[config.mk]
export PLATFORM = sky130hd
export DESIGN_NAME = pcs_tx_serializer
export DESIGN_NICKNAME = d
export VERILOG_FILES = /design/src/rtl/pcs_tx_serializer_pkg.sv /design/src/rtl/pcs_sym_fifo.sv /design/src/rtl/pcs_tx_serializer.sv
export SDC_FILE = /design/constraint.sdc
export NUM_CORES = 1
export LEC_CHECK = 0
export ABC_CLOCK_PERIOD_IN_PS = 5550
export BUFFER_PORTS_ARGS = -buffer_cell sky130_fd_sc_hd__buf_4
export CAP_MARGIN = 25
export CORE_ASPECT_RATIO = 1.5
export CORE_MARGIN = 8
export CORE_UTILIZATION = 48
export DETAILED_ROUTE_END_ITERATION = 6
export PLACE_DENSITY = 0.74
export SYNTH_ARGS = -nofsm -noshare
export SYNTH_HDL_FRONTEND = slang
export SYNTH_SLANG_ARGS = --single-unit
[constraint.sdc]
create_clock -name clk -period 5.55 [get_ports clk]
set_clock_uncertainty 0.1 [all_clocks]
set_input_delay 1.665 -clock clk [delete_from_list [all_inputs] [get_ports clk]]
set_output_delay 1.665 -clock clk [all_outputs]
set_load 0.005 [all_outputs]
[src/rtl/pcs_tx_serializer_pkg.sv]
// Shared PCS transmit constants and the registered line-output bundle.
// Used by the serializer and the 8b/10b encoder.
package pcs_tx_serializer_pkg;

    localparam int PCS_SYM_W = 10;

    // K28.5 comma in both running-disparity flavours
    localparam logic [PCS_SYM_W-1:0] K28_5_RDN = 10'b0011111010;
    localparam logic [PCS_SYM_W-1:0] K28_5_RDP = 10'b1100000101;

    typedef struct packed {
        logic ser;
        logic strobe;
        logic idle;
    } line_t;

endpackage

[src/rtl/pcs_sym_fifo.sv]
// Synchronous code-group FIFO with level, full and empty.
// The head is read combinationally, so a same-cycle push never leaks into a pop.
module pcs_sym_fifo #(
    parameter int W     = 10,
    parameter int DEPTH = 4
) (
    input  logic                     clk,
    input  logic                     rst,
    input  logic                     push,
    input  logic [W-1:0]             data,
    input  logic                     pop,
    output logic [W-1:0]             head,
    output logic [$clog2(DEPTH):0]   level,
    output logic                     full,
    output logic                     empty
);

    localparam int AW = $clog2(DEPTH);
    localparam int LW = AW + 1;

    logic [W-1:0]  mem [DEPTH];
    logic [AW-1:0] rd_ptr;
    logic [AW-1:0] wr_ptr;
    logic          do_push;
    logic          do_pop;

    assign empty   = level == '0;
    assign full    = level == LW'(DEPTH);
    assign do_pop  = pop & ~empty;
    assign do_push = push & (~full | do_pop);
    assign head    = mem[rd_ptr];

    always_ff @(posedge clk) begin
        if (do_push) begin
            mem[wr_ptr] <= data;
        end
    end

    always_ff @(posedge clk or posedge rst) begin
        if (rst) begin
            rd_ptr <= '0;
            wr_ptr <= '0;
            level  <= '0;
        end else begin
            if (do_push) begin
                wr_ptr <= wr_ptr + 1'b1;
            end
            if (do_pop) begin
                rd_ptr <= rd_ptr + 1'b1;
            end
            case ({do_push, do_pop})
                2'b10:   level <= level + 1'b1;
                2'b01:   level <= level - 1'b1;
                default: level <= level;
            endcase
        end
    end

endmodule

[src/rtl/pcs_tx_serializer.sv]
// Serialises queued 10-bit code-groups onto the line, one bit per clk,
// filling with IDLE_SYM whenever nothing is queued.
module pcs_tx_serializer
    import pcs_tx_serializer_pkg::*;
#(
    parameter int               SYM_W      = PCS_SYM_W,
    parameter int               FIFO_DEPTH = 4,
    parameter logic [SYM_W-1:0] IDLE_SYM   = K28_5_RDN,
    parameter bit               MSB_FIRST  = 1'b1
) (
    input  logic                          clk,
    input  logic                          rst,
    input  logic [SYM_W-1:0]              sym_in,
    input  logic                          sym_valid,
    output logic                          sym_ready,
    output logic                          ser_out,
    output logic                          sym_strobe,
    output logic                          idle_active,
    output logic [$clog2(FIFO_DEPTH):0]   fifo_level,
    output logic                          overflow
);

    localparam int             CW   = $clog2(SYM_W);
    localparam logic [CW-1:0]  LAST = CW'(SYM_W - 1);

    logic [CW-1:0]    bit_cnt;
    logic [CW-1:0]    tx_idx;
    logic [SYM_W-1:0] shreg;
    logic [SYM_W-1:0] head;
    logic [SYM_W-1:0] next_sym;
    logic             load;
    logic             pop_now;
    logic             push;
    logic             empty;
    logic             full;
    logic             first_bit;
    line_t            line_q;
    line_t            line_d;

    assign load      = bit_cnt == '0;
    assign pop_now   = load & ~empty;
    assign sym_ready = ~full | pop_now;
    assign push      = sym_valid & sym_ready;

    pcs_sym_fifo #(
        .W     (SYM_W),
        .DEPTH (FIFO_DEPTH)
    ) u_fifo (
        .clk   (clk),
        .rst   (rst),
        .push  (push),
        .data  (sym_in),
        .pop   (pop_now),
        .head  (head),
        .level (fifo_level),
        .full  (full),
        .empty (empty)
    );

    // tx_idx maps the bit counter onto the shift register in line order
    always_comb begin
        next_sym      = empty ? IDLE_SYM : head;
        first_bit     = MSB_FIRST ? next_sym[SYM_W-1] : next_sym[0];
        tx_idx        = MSB_FIRST ? LAST - bit_cnt : bit_cnt;
        line_d.ser    = load ? first_bit : shreg[tx_idx];
        line_d.strobe = load;
        line_d.idle   = load ? empty : line_q.idle;
    end

    always_ff @(posedge clk or posedge rst) begin
        if (rst) begin
            bit_cnt  <= '0;
            shreg    <= '0;
            line_q   <= '0;
            overflow <= 1'b0;
        end else begin
            bit_cnt <= (bit_cnt == LAST) ? '0 : bit_cnt + 1'b1;
            if (load) begin
                shreg <= next_sym;
            end
            line_q <= line_d;
            if (sym_valid & ~sym_ready) begin
                overflow <= 1'b1;
            end
        end
    end

    assign ser_out     = line_q.ser;
    assign sym_strobe  = line_q.strobe;
    assign idle_active = line_q.idle;

endmodule

==> After elaboration in Yosys (flattened, before gate mapping) <==
Memories as Yosys holds them, arrays and structs flattened.
Cells that the tools add are included.
{ "word_totals": {"register_bits": 25, "latchBits": 0, "ram_bits": 40, "mem_bits_ro": 0, "input_bits": 13, "output_inout_bits": 8, "wordCells": 42, "n_memories": 1} }
{ "mem_list": {"columns": ["memory", "words", "word_bits", "read_ports", "rd_clocked_by_memory_dff", "write_ports", "line", "source"], "rows": [
  ["u_fifo.mem", 4, 10, 1, 0, 1, "pcs_sym_fifo.sv:21", "logic [W-1:0] mem [DEPTH];"]
]} }
{ "classes": {"add_sub_neg": 6, "n_mul": 0, "div_mod_pow": 0, "n_lt_le_gt_ge": 1, "eq_ne": 4, "shift": 0, "n_mux": 8, "n_bitwise": 10, "reduce_logical": 3} }
{ "op_table": {"columns": ["operator", "count"], "rows": [
  ["$mux 10", 1],
  ["$pmux 3 s2", 1],
  ["$and 1x1->1", 5],
  ["$lt 4x5->1 const B", 1],
  ["$add 2x1->2 const B", 2],
  ["$add 4x1->4 const B", 1],
  ["$bmux 1 s4", 1],
  ["$eq 4x4->1 const B", 1],
  ["$logic_not 4->1", 1],
  ["$mux 1", 4],
  ["$mux 4", 1],
  ["$sub 4x4->4 const A", 1],
  ["$add 3x1->3 const B", 1],
  ["$eq 3x3->1 const B", 1],
  ["$logic_not 3->1", 1],
  ["$not 1->1", 3],
  ["$sub 3x1->3 const B", 1],
  ["$eq 2x1->1 const B", 1],
  ["$eq 2x2->1 const B", 1],
  ["$or 1x1->1", 2],
  ["$reduce_bool 2->1", 1]
]} }

==> Logic depth before layout (Yosys ltp) <==
{ "logic_depth": {"depth_word": 8, "depth_mapped": 14, "depth_no_buf": 12} }

==> Hierarchy <==
From an unflattened synthesis, not the netlist that was laid out.
{ "hier_totals": {"cells_unflattened": 197, "hier_area_um2": 2855.2} }
{ "modules_own_cells": {"columns": ["module", "instances", "cells_per_inst", "area_per_inst_um2"], "rows": [
  ["pcs_sym_fifo", 1, 106, 1959.4],
  ["pcs_tx_serializer", 1, 91, 895.9]
]} }

==> Worst setup path before layout <==
OpenSTA, ideal clock, no wires.
{ "synth_timing": {"kind": "register -> output", "from": "reg bit_cnt[0]", "to": "out sym_ready", "t_arrival_ns": 1.352, "required_time_ns": 3.785, "path_slack_ns": 2.433, "path_stages_with_launch": 7, "path_cell_list": "dfrtp_1 clkbuf_1 inv_1 ha_1 or3b_1 buf_6 nand3_1"} }
{ "synth_between": {"elab_chain_cells": 3} }
{ "synth_rtl": {"columns": ["item", "line", "source"], "rows": [
  ["from (decl)", "pcs_tx_serializer.sv:26", "logic [CW-1:0] bit_cnt;"],
  ["from (signal assigned)", "pcs_tx_serializer.sv:77", "bit_cnt <= (bit_cnt == LAST) ? '0 : bit_cnt + 1'b1;"],
  ["$logic_not 4->1", "pcs_tx_serializer.sv:40", "assign load = bit_cnt == '0;"],
  ["$and 1x1->1", "pcs_tx_serializer.sv:41", "assign pop_now = load & ~empty;"],
  ["$or 1x1->1", "pcs_tx_serializer.sv:42", "assign sym_ready = ~full | pop_now;"],
  ["to (decl)", "pcs_tx_serializer.sv:15", "output logic sym_ready,"]
]} }
Every way passes these cells.

==> Worst setup path in the final report <==
Same ends and word-level chain as after synthesis.

==> impl_metrics.yaml <==
worst_hold_path:
  min_path_cells: 1
  min_path_type: "reg2reg"
cells_and_area:
  stdcell_area_um2: 3130
  antenna_cells: 0
  fill_cells: 438
  final_common_cell: "edfxtp_1"
  fin_nets: 207
  final_util: 0.573
  area_growth_pct: 15.6
  multi_input_area_um2: 790
  seq_area_um2: 1830
  drive_gt1_frac: 0.328
  final_cell_mix: "edfxtp_1, dfrtp_1, buf_4"
grt:
  antenna_found_initial: 0
  track_usage: 0.123
  grt_max_degree: 26
  grt_pass1_vias: 1643
  overflow: 0
  grt_pass1_wl_mm: 7.74
power_and_ir_drop:
  p_leak_nw: 1.22
  clockPowerShare: 0.279
  switching_power_w: 0.000426
  p_int_w: 0.00111
  power_density_nw_per_um2: 493
  p_comb_frac: 0.228
  sw_frac_of_total: 0.277
  p_seq_frac: 0.493
  ir_drop_v: 0.000241
floorplanning:
  design.portCount: 21
  chipWidth_um: 77.3
  start_util: 0.496
  die_h_um: 108
  core-area_um2: 5450
  placementRows: 33
  dieArea_um2: 8340
clock_tree:
  clk_pin_slew_ps: 70
  ctsHoldBuffers: 0
  clockBufferDepth: 2
  cts_resized: 0
  clock_sinks: 65
  cts_root_buf: "clkbuf_8"
  cts_htree_levels: 3
  cts_tree: "built"
  numCtsBuffers: 9
  cts_setup_buffers: 0
  clk-insertion-delay-late_ps: 330
critical_path:
  crit_type: "reg2out"
  reg2reg_depth: 12
  required_ps: 3790
  arrival_ps: 1890
  path_max_fanout: 10
  endpoint_kind: "primary output"
  start_kind: "flip-flop"
timing:
  setup_violations: 0
  slew_violations: 0
  fmax_mhz: 274
  timing.setup.tns_ps: 0
  period_needed_ps: 3650
  maxSlewHeadroom: 0.399
  rsz0062_at_grt: "no"
  timing.final.hold_violations: 0
  worstMarginPinSlew_ps: 901
  fin_crit_sh: 0.658
run:
  maxCapViolCount: 0
placed_design:
  dp.final_hpwl_mm: 3.35
  place_congestion: 0.786
  place_area_um2: 2910
  numPortBuffers: 20
yosys:
  synth_nets: 181
  async_reset_ff_frac: 0.385
  synth-seq-cells: 65
  synth_area_um2: 2700
  syn_avg_cell_area_um2: 17.1
  synth.area.top_cells: "edfxtp_1, dfrtp_1, mux4_2"
  synth-seq-area-share: 0.676
  yosys_warnings: 0
  synth_top_area_frac: 0.444
  synth_top_area_cell: "edfxtp_1"
  synthFlopType: "edfxtp_1"
  synth_edf_count: 40
  synth.distinct_cells: 32
  synthCells: 158
drt:
  drt_pass1_iterations: 4
  ant_nets: 0
  route.detailed.drc: 0
  drt_wl_total_mm: 4.62
  drt_first_iter_violations: 48
  via_count: 1373
  drt-wirelength-per-cell_um: 17.8
  avgViaCountPerCell: 5.30
run_status:
  status: "finished clean"
worst max-delay path: stages (launching register included):
cell,delay [ps]
dfrtp_1,490
inv_1,100
ha_1,160
or3b_1,510
nand3_1,170
buf_4,130
through the flow:
| step | instances | setup slack [ps] | total power (W) | hold WS, ps |
|---|---|---|---|---|
| after global routing | 259 | 1780 | 0.00162 | 415 |
| final | 259 | 1900 | 0.00154 | 390 |
| after global placement | 243 | 2280 | 0.00110 | 363 |
| after detailed placement | 243 | 2250 | 0.00113 | 376 |
| after floorplan | 158 | 2430 | 0.000990 | 342 |
| after CTS | 259 | 1880 | 0.00156 | 396 |
sequential cells by signal, indices dropped and copies added (netlist names):
| name | cells |
|---|---|
| u_fifo.mem | 40 |
| shreg | 10 |
| bit_cnt | 4 |
| u_fifo.level | 3 |
| u_fifo.rd_ptr | 2 |
| u_fifo.wr_ptr | 2 |
| idle_active | 1 |
| overflow | 1 |
| ser_out | 1 |
| sym_strobe | 1 |
metal layers:
| layer | share of wire | vias up | global-route usage | wire, µm |
|---|---|---|---|---|
| met4 | 0.018 | 0 | 0.0637 | 82 |
| met1 | 0.38 | 711 | 0.118 | 1750 |
| met3 | 0.033 | 6 | 0.0426 | 151 |
| met2 | 0.57 | 23 | 0.227 | 2640 |
| li1 | - | 633 | - | - |
| met5 | 0 | - | 0 | 0 |
synth_stat cells (all sizes together) (2+ instances only):
library cell and number:
mux2i 2, nand3 3, and2 5, mux2 2, nand2 5, ha 9, edfxtp 40, o21ai 2
mux4 12, buf 3, a21oi 2, nor2 6, o22a 6, inv 14, a22o 3, xor2 3
xnor2 5, clkbuf 2, dfrtp 25
path summary, 6_finish.rpt:
| kind | slack (ps) | endpoint | startpoint |
|---|---|---|---|
| hold reg to reg | 390 | overflow$_DFFE_PP0P_ | overflow$_DFFE_PP0P_ |
| min in group asynchronous | 1430 | overflow$_DFFE_PP0P_ | rst |
| hold / removal | 390 | overflow$_DFFE_PP0P_ | overflow$_DFFE_PP0P_ |
| max in group asynchronous | 3370 | u_fifo.rd_ptr[1]$_DFFE_PP0P_ | rst |
| setup / recovery | 1900 | sym_ready | bit_cnt[0]$_DFF_PP0_ |
| setup reg to reg | 2470 | u_fifo.level[2]$_DFFE_PP0P_ | bit_cnt[0]$_DFF_PP0_ |
area by class of cell:
type	count	area share
tap	70	0.0280
inverter	14	0.0168
timing repair buffer	20	0.0480
sequential	65	0.584
clock inverter	7	0.0304
multi-input combinational	74	0.253
clock buffer	9	0.0396
power by group through the flow:
stage | Combinational, W | Clock [W] | Sequential [W]
finish | 0.000351 | 0.000430 | 0.000759
global route | 0.000386 | 0.000458 | 0.000778
CTS | 0.000361 | 0.000437 | 0.000763
detailed placement | 0.000357 | 0 | 0.000771
global placement | 0.000337 | 0 | 0.000758
floorplan | 0.000278 | 0 | 0.000712
cell families after synthesis:
logic type,count (synthesis),synth area share
adders and majority gates,10,0.0491
AOI/OAI and AO/OA,17,0.0541
xor gates and xnor gates,8,0.0259
and+or+nand+nor,23,0.0458
DFF,65,0.676
buffers and inverters,19,0.0324
muxes,16,0.117
(Power assumes the default switching activity.)
